File: src/rtl/uart_tx_fifo.sv
// Buffered 8-bit UART transmitter: DEPTH-entry FIFO feeding an LSB-first 8N1 serializer.
// Define UART_TX_PARITY_EN to insert an even-parity bit before the stop bit (8E1).
module uart_tx_fifo #(
   parameter int unsigned CLK_HZ = 50_000_000,
   parameter int unsigned BAUD   = 115200,
   parameter int unsigned DEPTH  = 16
) (
   input  logic                       clk,
   input  logic                       rst_n,
   input  logic                       wr,
   input  logic [7:0]                 wdata,
   input  logic                       clr_ovrflw,
   output logic                       tbr_valid,
   output logic                       overflow,
   output logic                       busy,
   output logic [$clog2(DEPTH):0]     count,
   output logic                       txd
);

   localparam int unsigned DIV = CLK_HZ / BAUD;
   localparam int unsigned AW  = $clog2(DEPTH);
   localparam int unsigned CW  = $clog2(DIV);

   localparam logic [CW-1:0] BAUD_RELOAD = CW'(DIV - 1);
   localparam logic [AW:0]   FULL_COUNT  = (AW + 1)'(DEPTH);

   if (DIV < 2) begin : g_bad_div
      $error("uart_tx_fifo: CLK_HZ / BAUD must be at least 2");
   end
   if ((DEPTH < 2) || ((DEPTH & (DEPTH - 1)) != 0)) begin : g_bad_depth
      $error("uart_tx_fifo: DEPTH must be a power of two, at least 2");
   end

   typedef enum logic [2:0] {
      S_IDLE,
      S_START,
      S_DATA,
      S_STOP
`ifdef UART_TX_PARITY_EN
      ,
      S_PARITY
`endif
   } state_t;

   // FIFO storage and bookkeeping
   logic [7:0]    mem_q [DEPTH];
   logic [AW-1:0] wr_ptr_q, wr_ptr_d;
   logic [AW-1:0] rd_ptr_q, rd_ptr_d;
   logic [AW:0]   count_q, count_d;
   logic          ovf_q, ovf_d;
   logic          full;
   logic          push;
   logic          pop;

   // Serializer
   state_t        state_q, state_d;
   logic [CW-1:0] baud_q, baud_d;
   logic [2:0]    bit_idx_q, bit_idx_d;
   logic [7:0]    shift_q, shift_d;
   logic          txd_q, txd_d;
   logic          bit_done;
   logic          start_frame;
`ifdef UART_TX_PARITY_EN
   logic          parity_q, parity_d;
`endif

   // Acceptance looks only at the pre-edge count, so a same-cycle pop never makes room.
   assign full = (count_q == FULL_COUNT);
   assign push = wr && !full;

   always_comb begin
      wr_ptr_d = wr_ptr_q + AW'(push);
      rd_ptr_d = rd_ptr_q + AW'(pop);
      unique case ({push, pop})
         2'b10:   count_d = count_q + 1'b1;
         2'b01:   count_d = count_q - 1'b1;
         default: count_d = count_q;
      endcase
      if (wr && full) begin
         ovf_d = 1'b1;
      end else if (clr_ovrflw) begin
         ovf_d = 1'b0;
      end else begin
         ovf_d = ovf_q;
      end
   end

   // NOTE: the data array has no reset; stale entries are unreachable because count gates every read.
   always_ff @(posedge clk) begin
      if (push) begin
         mem_q[wr_ptr_q] <= wdata;
      end
   end

   // NOTE: sequential state uses non-blocking assignments so every flop samples pre-edge values.
   always_ff @(posedge clk or negedge rst_n) begin
      if (!rst_n) begin
         wr_ptr_q <= '0;
         rd_ptr_q <= '0;
         count_q  <= '0;
         ovf_q    <= 1'b0;
      end else begin
         wr_ptr_q <= wr_ptr_d;
         rd_ptr_q <= rd_ptr_d;
         count_q  <= count_d;
         ovf_q    <= ovf_d;
      end
   end

   assign bit_done = (baud_q == '0);

   // NOTE: every signal written here gets a default first, so no path can infer a latch.
   always_comb begin
      state_d     = state_q;
      baud_d      = baud_q;
      bit_idx_d   = bit_idx_q;
      shift_d     = shift_q;
      txd_d       = txd_q;
      start_frame = 1'b0;
      pop         = 1'b0;
`ifdef UART_TX_PARITY_EN
      parity_d    = parity_q;
`endif

      if (state_q != S_IDLE) begin
         baud_d = bit_done ? BAUD_RELOAD : baud_q - 1'b1;
      end

      unique case (state_q)
         S_IDLE: begin
            txd_d = 1'b1;
            if (count_q != '0) begin
               start_frame = 1'b1;
            end
         end
         S_START: begin
            if (bit_done) begin
               state_d   = S_DATA;
               bit_idx_d = 3'd0;
               txd_d     = shift_q[0];
            end
         end
         S_DATA: begin
            if (bit_done) begin
               if (bit_idx_q == 3'd7) begin
`ifdef UART_TX_PARITY_EN
                  state_d = S_PARITY;
                  txd_d   = parity_q;
`else
                  state_d = S_STOP;
                  txd_d   = 1'b1;
`endif
               end else begin
                  shift_d   = shift_q >> 1;
                  bit_idx_d = bit_idx_q + 3'd1;
                  txd_d     = shift_q[1];
               end
            end
         end
`ifdef UART_TX_PARITY_EN
         S_PARITY: begin
            if (bit_done) begin
               state_d = S_STOP;
               txd_d   = 1'b1;
            end
         end
`endif
         S_STOP: begin
            if (bit_done) begin
               if (count_q != '0) begin
                  start_frame = 1'b1;
               end else begin
                  state_d = S_IDLE;
                  txd_d   = 1'b1;
               end
            end
         end
         default: begin
            state_d = S_IDLE;
            txd_d   = 1'b1;
         end
      endcase

      // Loading a frame is shared by IDLE and the back-to-back exit of STOP.
      if (start_frame) begin
         pop     = 1'b1;
         shift_d = mem_q[rd_ptr_q];
         baud_d  = BAUD_RELOAD;
         state_d = S_START;
         txd_d   = 1'b0;
`ifdef UART_TX_PARITY_EN
         parity_d = ^mem_q[rd_ptr_q];
`endif
      end
   end

   always_ff @(posedge clk or negedge rst_n) begin
      if (!rst_n) begin
         state_q   <= S_IDLE;
         baud_q    <= '0;
         bit_idx_q <= '0;
         shift_q   <= '0;
         txd_q     <= 1'b1;
`ifdef UART_TX_PARITY_EN
         parity_q  <= 1'b0;
`endif
      end else begin
         state_q   <= state_d;
         baud_q    <= baud_d;
         bit_idx_q <= bit_idx_d;
         shift_q   <= shift_d;
         txd_q     <= txd_d;
`ifdef UART_TX_PARITY_EN
         parity_q  <= parity_d;
`endif
      end
   end

   assign tbr_valid = !full;
   assign overflow  = ovf_q;
   assign busy      = (state_q != S_IDLE);
   assign count     = count_q;
   assign txd       = txd_q;

endmodule
File: config.mk
export PLATFORM = sky130hd
export DESIGN_NAME = uart_tx_fifo
export DESIGN_NICKNAME = d
export VERILOG_FILES = /design/src/rtl/uart_tx_fifo.sv
export SDC_FILE = /design/constraint.sdc
export NUM_CORES = 1
export LEC_CHECK = 0
export CORE_MARGIN = 5
export CORE_UTILIZATION = 45
export CTS_CLUSTER_SIZE = 40
export DETAILED_ROUTE_END_ITERATION = 8
export GPL_ROUTABILITY_DRIVEN = 0
export HOLD_SLACK_MARGIN = 0.03
export PLACE_DENSITY = 0.64
export REMOVE_ABC_BUFFERS = 1
export SLEW_MARGIN = 20
export SYNTH_ARGS = -nofsm -noshare
export SYNTH_HDL_FRONTEND = slang
export SYNTH_SLANG_ARGS = --single-unit
export TNS_END_PERCENT = 10
File: constraint.sdc
create_clock -name clk -period 3.91 [get_ports clk]
set_clock_uncertainty 0.05 [all_clocks]
set_input_delay 0.782 -clock clk [delete_from_list [all_inputs] [get_ports clk]]
set_output_delay 0.782 -clock clk [all_outputs]
set_load 0.02 [all_outputs]
==> reports/metrics.yaml <==
logic_synthesis:
  synth_top_area_share_pct: 54.89
  synth_cell_types: 50
  synth.avg_cell_area_sq_um: 16.36
  seq_area_frac_synth_pct: 68.13
  ys_async_sr_fraction_pct: 22.42
  ys_seq_elements: 165
  synth_warnings: 0
  netlist_top_cells_area: "edfxtp_1, dfrtp_1, mux4_2"
  synth_edf_count: 128
  synth_area_sq_mm: 0.007003
  postSynthCellCount: 428
  synth_top_area_cell: "edfxtp_1"
  ys.flop_type: "edfxtp_1"
routing:
  drc: 0
  final_antenna_net_count: 0
  drt-total-wl_mm: 13.21
  avgRoutedWirePerCell_um: 19.49
  via_count: 3664
  drtIter0Drc: 378
  viasPerCell: 5.404
  dr.pass1.iters: 5
critical_path:
  worstPathMaxFanout: 8
  startpoint_type: "flip-flop"
  reg2reg_slack_ns: 0.89
  crit_type: "reg2reg"
  arrival_ns: 3.28
  required_ns: 4.17
  crit_path_end_kind: "flip-flop"
clock_tree:
  post-cts-setup-buffers: 0
  cts_root_buf: "clkbuf_16"
  clk_path_buf_depth: 2
  clk_latency_ns: 0.43
  cts-resized-gates: 0
  cts_htree_levels: 4
  cts_hold_buf: 0
  numCtsBuffers: 17
  clk_pin_slew_worst_paths_ns: 0.07
  cts_tree: "yes"
  cts.sinks: 165
global_route:
  track_usage_pct: 15.93
  grt_first_pass_wirelength_mm: 21.41
  antenna_found_initial: 0
  grt_start_max_net_pins: 38
  globalRouteOverflowTotal: 0
  grt_pass1_vias: 3949
die:
  die_w_um: 134.8
  fp-row-count: 45
  core_area_sq_mm: 0.01526
  dieHeight_um: 134.8
  initial_core_util_pct: 45.90
  dieArea_sq_mm: 0.01816
  num_io_pins: 21
sta:
  layout_min_cycle_time_ns: 3.020
  setup_violations: 0
  setup_slack_ns: 0.8897
  setup-tns-final_ns: 0
  worst_pin_slew_ns: 0.8829
  period_share_pct: 77.25
  max_freq_mhz: 331.1
  slew_headroom_pct: 41.14
  slew_viol_final: 0
  rsz0062_at_grt: "no"
  hold_viol: 0
  whs_ns: 0.4036
cells_and_area:
  area_growth_pct: 13.69
  n_antenna_cell: 0
  drive_gt1_share_pct: 19.06
  nets: 482
  fin_area_sq_mm: 0.007961
worst_hold_path:
  hp-class: "in2async"
status:
  status: "complete, no violations"
flow_run:
  cap_violations: 0
placed_design:
  dpl.hpwl_mm: 8.641
  io_buffers: 20
  place_ws_ns: 0.7856
  dpl_cell_area_sq_mm: 0.007413
power_and_ir_drop:
  p_leak_uw: 0.002807
  p_total_uw: 5861
  power.density_mw_per_mm2: 736.2
  max-vdd-ir-drop_v: 0.0003821
layer usage:
layer | up-vias | GRT usage [%] | share of wire [%]
met2 | 85 | 25.88 | 50
met5 | - | 0 | 0
met4 | 0 | 5.373 | 1.1
li1 | 1715 | - | -
met3 | 14 | 4.061 | 6.1
met1 | 1850 | 21.08 | 43
path summary, 6_finish.rpt:
check                      depth (start not counted)      start     endpoint
max                                               13  baud_q[0]     count[4]
min                                                1      rst_n    baud_q[2]
max reg2reg                                       13  baud_q[0]     count[4]
min reg2reg                                        1  baud_q[0]    baud_q[0]
max in group asynchronous                          1      rst_n  rd_ptr_q[0]
min in group clk                                   1  baud_q[0]    baud_q[0]
cell families (layout without fill, tap and decap cells):
kind of cell / Yosys count / count (layout) / share of synthesized area [%]
buf+inv: 31 / 70 / 2.108
mux: 44 / 44 / 12.06
flops: 165 / 165 / 68.13
compound gates: 64 / 64 / 6.021
simple gates: 97 / 97 / 7.451
xor+xnor: 11 / 11 / 1.376
fa+ha+maj: 16 / 16 / 2.859
synthesized netlist by cell type (3+ instances only):
cell type / n
buf_6: 3
a21oi_1: 12
mux4_2: 32
nor3_1: 11
edfxtp_1: 128
xor2_1: 7
nor2b_1: 3
nand2_1: 30
a22oi_1: 15
nand2b_1: 4
mux2_2: 3
clkbuf_1: 9
or3_1: 3
inv_1: 9
buf_2: 7
xnor2_1: 4
mux2i_1: 9
ha_1: 16
o21ai_0: 11
dfrtp_1: 36
nand3_1: 6
o21ai_1: 10
nor2_1: 26
critical path: stages (launching register included):
cell and delay (ns):
dfrtp_1 0.41, inv_1 0.09, ha_1 0.17, nor4b_4 0.34
a21oi_2 0.18, nor4b_4 0.27, ha_1 0.37, xor2_1 0.19
ha_1 0.21, nor2b_1 0.14, o21ai_0 0.09, a31oi_1 0.17
nor2_1 0.07, xor2_1 0.14
power by group:
| group | leakage, uW | switching (uW) | total [uW] | internal, uW |
|---|---|---|---|---|
| clock | 0.000269 | 709 | 1540 | 832 |
| combinational | 0.000936 | 964 | 1810 | 843 |
| sequential | 0.00160 | 314 | 2510 | 2200 |
registers in the layout (all words and copies together), names as in the netlist:
name	flops
baud_q	9
bit_idx_q	3
count	5
mem_q	128
overflow	1
rd_ptr_q	4
shift_q	8
state_q	2
txd	1
wr_ptr_q	4
cells in the final DEF, fill, tap and decap left out, types with 8 or more instances in the layout:
cell type	Yosys	final
clkbuf_16	0	17
o21ai_1	10	10
clkdlybuf4s50_1	0	19
nor3_1	11	11
mux4_2	32	32
inv_1	9	9
nor2_1	26	26
a22oi_1	15	15
o21ai_0	11	11
buf_4	0	8
dfrtp_1	36	35
nand2_1	30	30
a21oi_1	12	12
mux2i_1	9	9
ha_1	16	16
edfxtp_1	128	128
final cells by class:
| cell class | count | area, sq um |
|---|---|---|
| well taps | 211 | 264.0 |
| multi-input cells | 232 | 2085 |
| flip-flops and latches | 165 | 4772 |
| inverters | 10 | 37.54 |
| clock buffers | 18 | 429.2 |
| repair buffers | 28 | 255.2 |
| clock inverters | 14 | 118.9 |
| fillers | 1267 | 7297 |
per-stage QoR:
step                util (%)  instances
floorplan                  -        407
global placement       48.59        646
global route           52.18        678
CTS                    52.18        678
finish                 52.18        678
detailed placement     48.59        646
No activity file was read; power rests on OpenSTA's default activity.
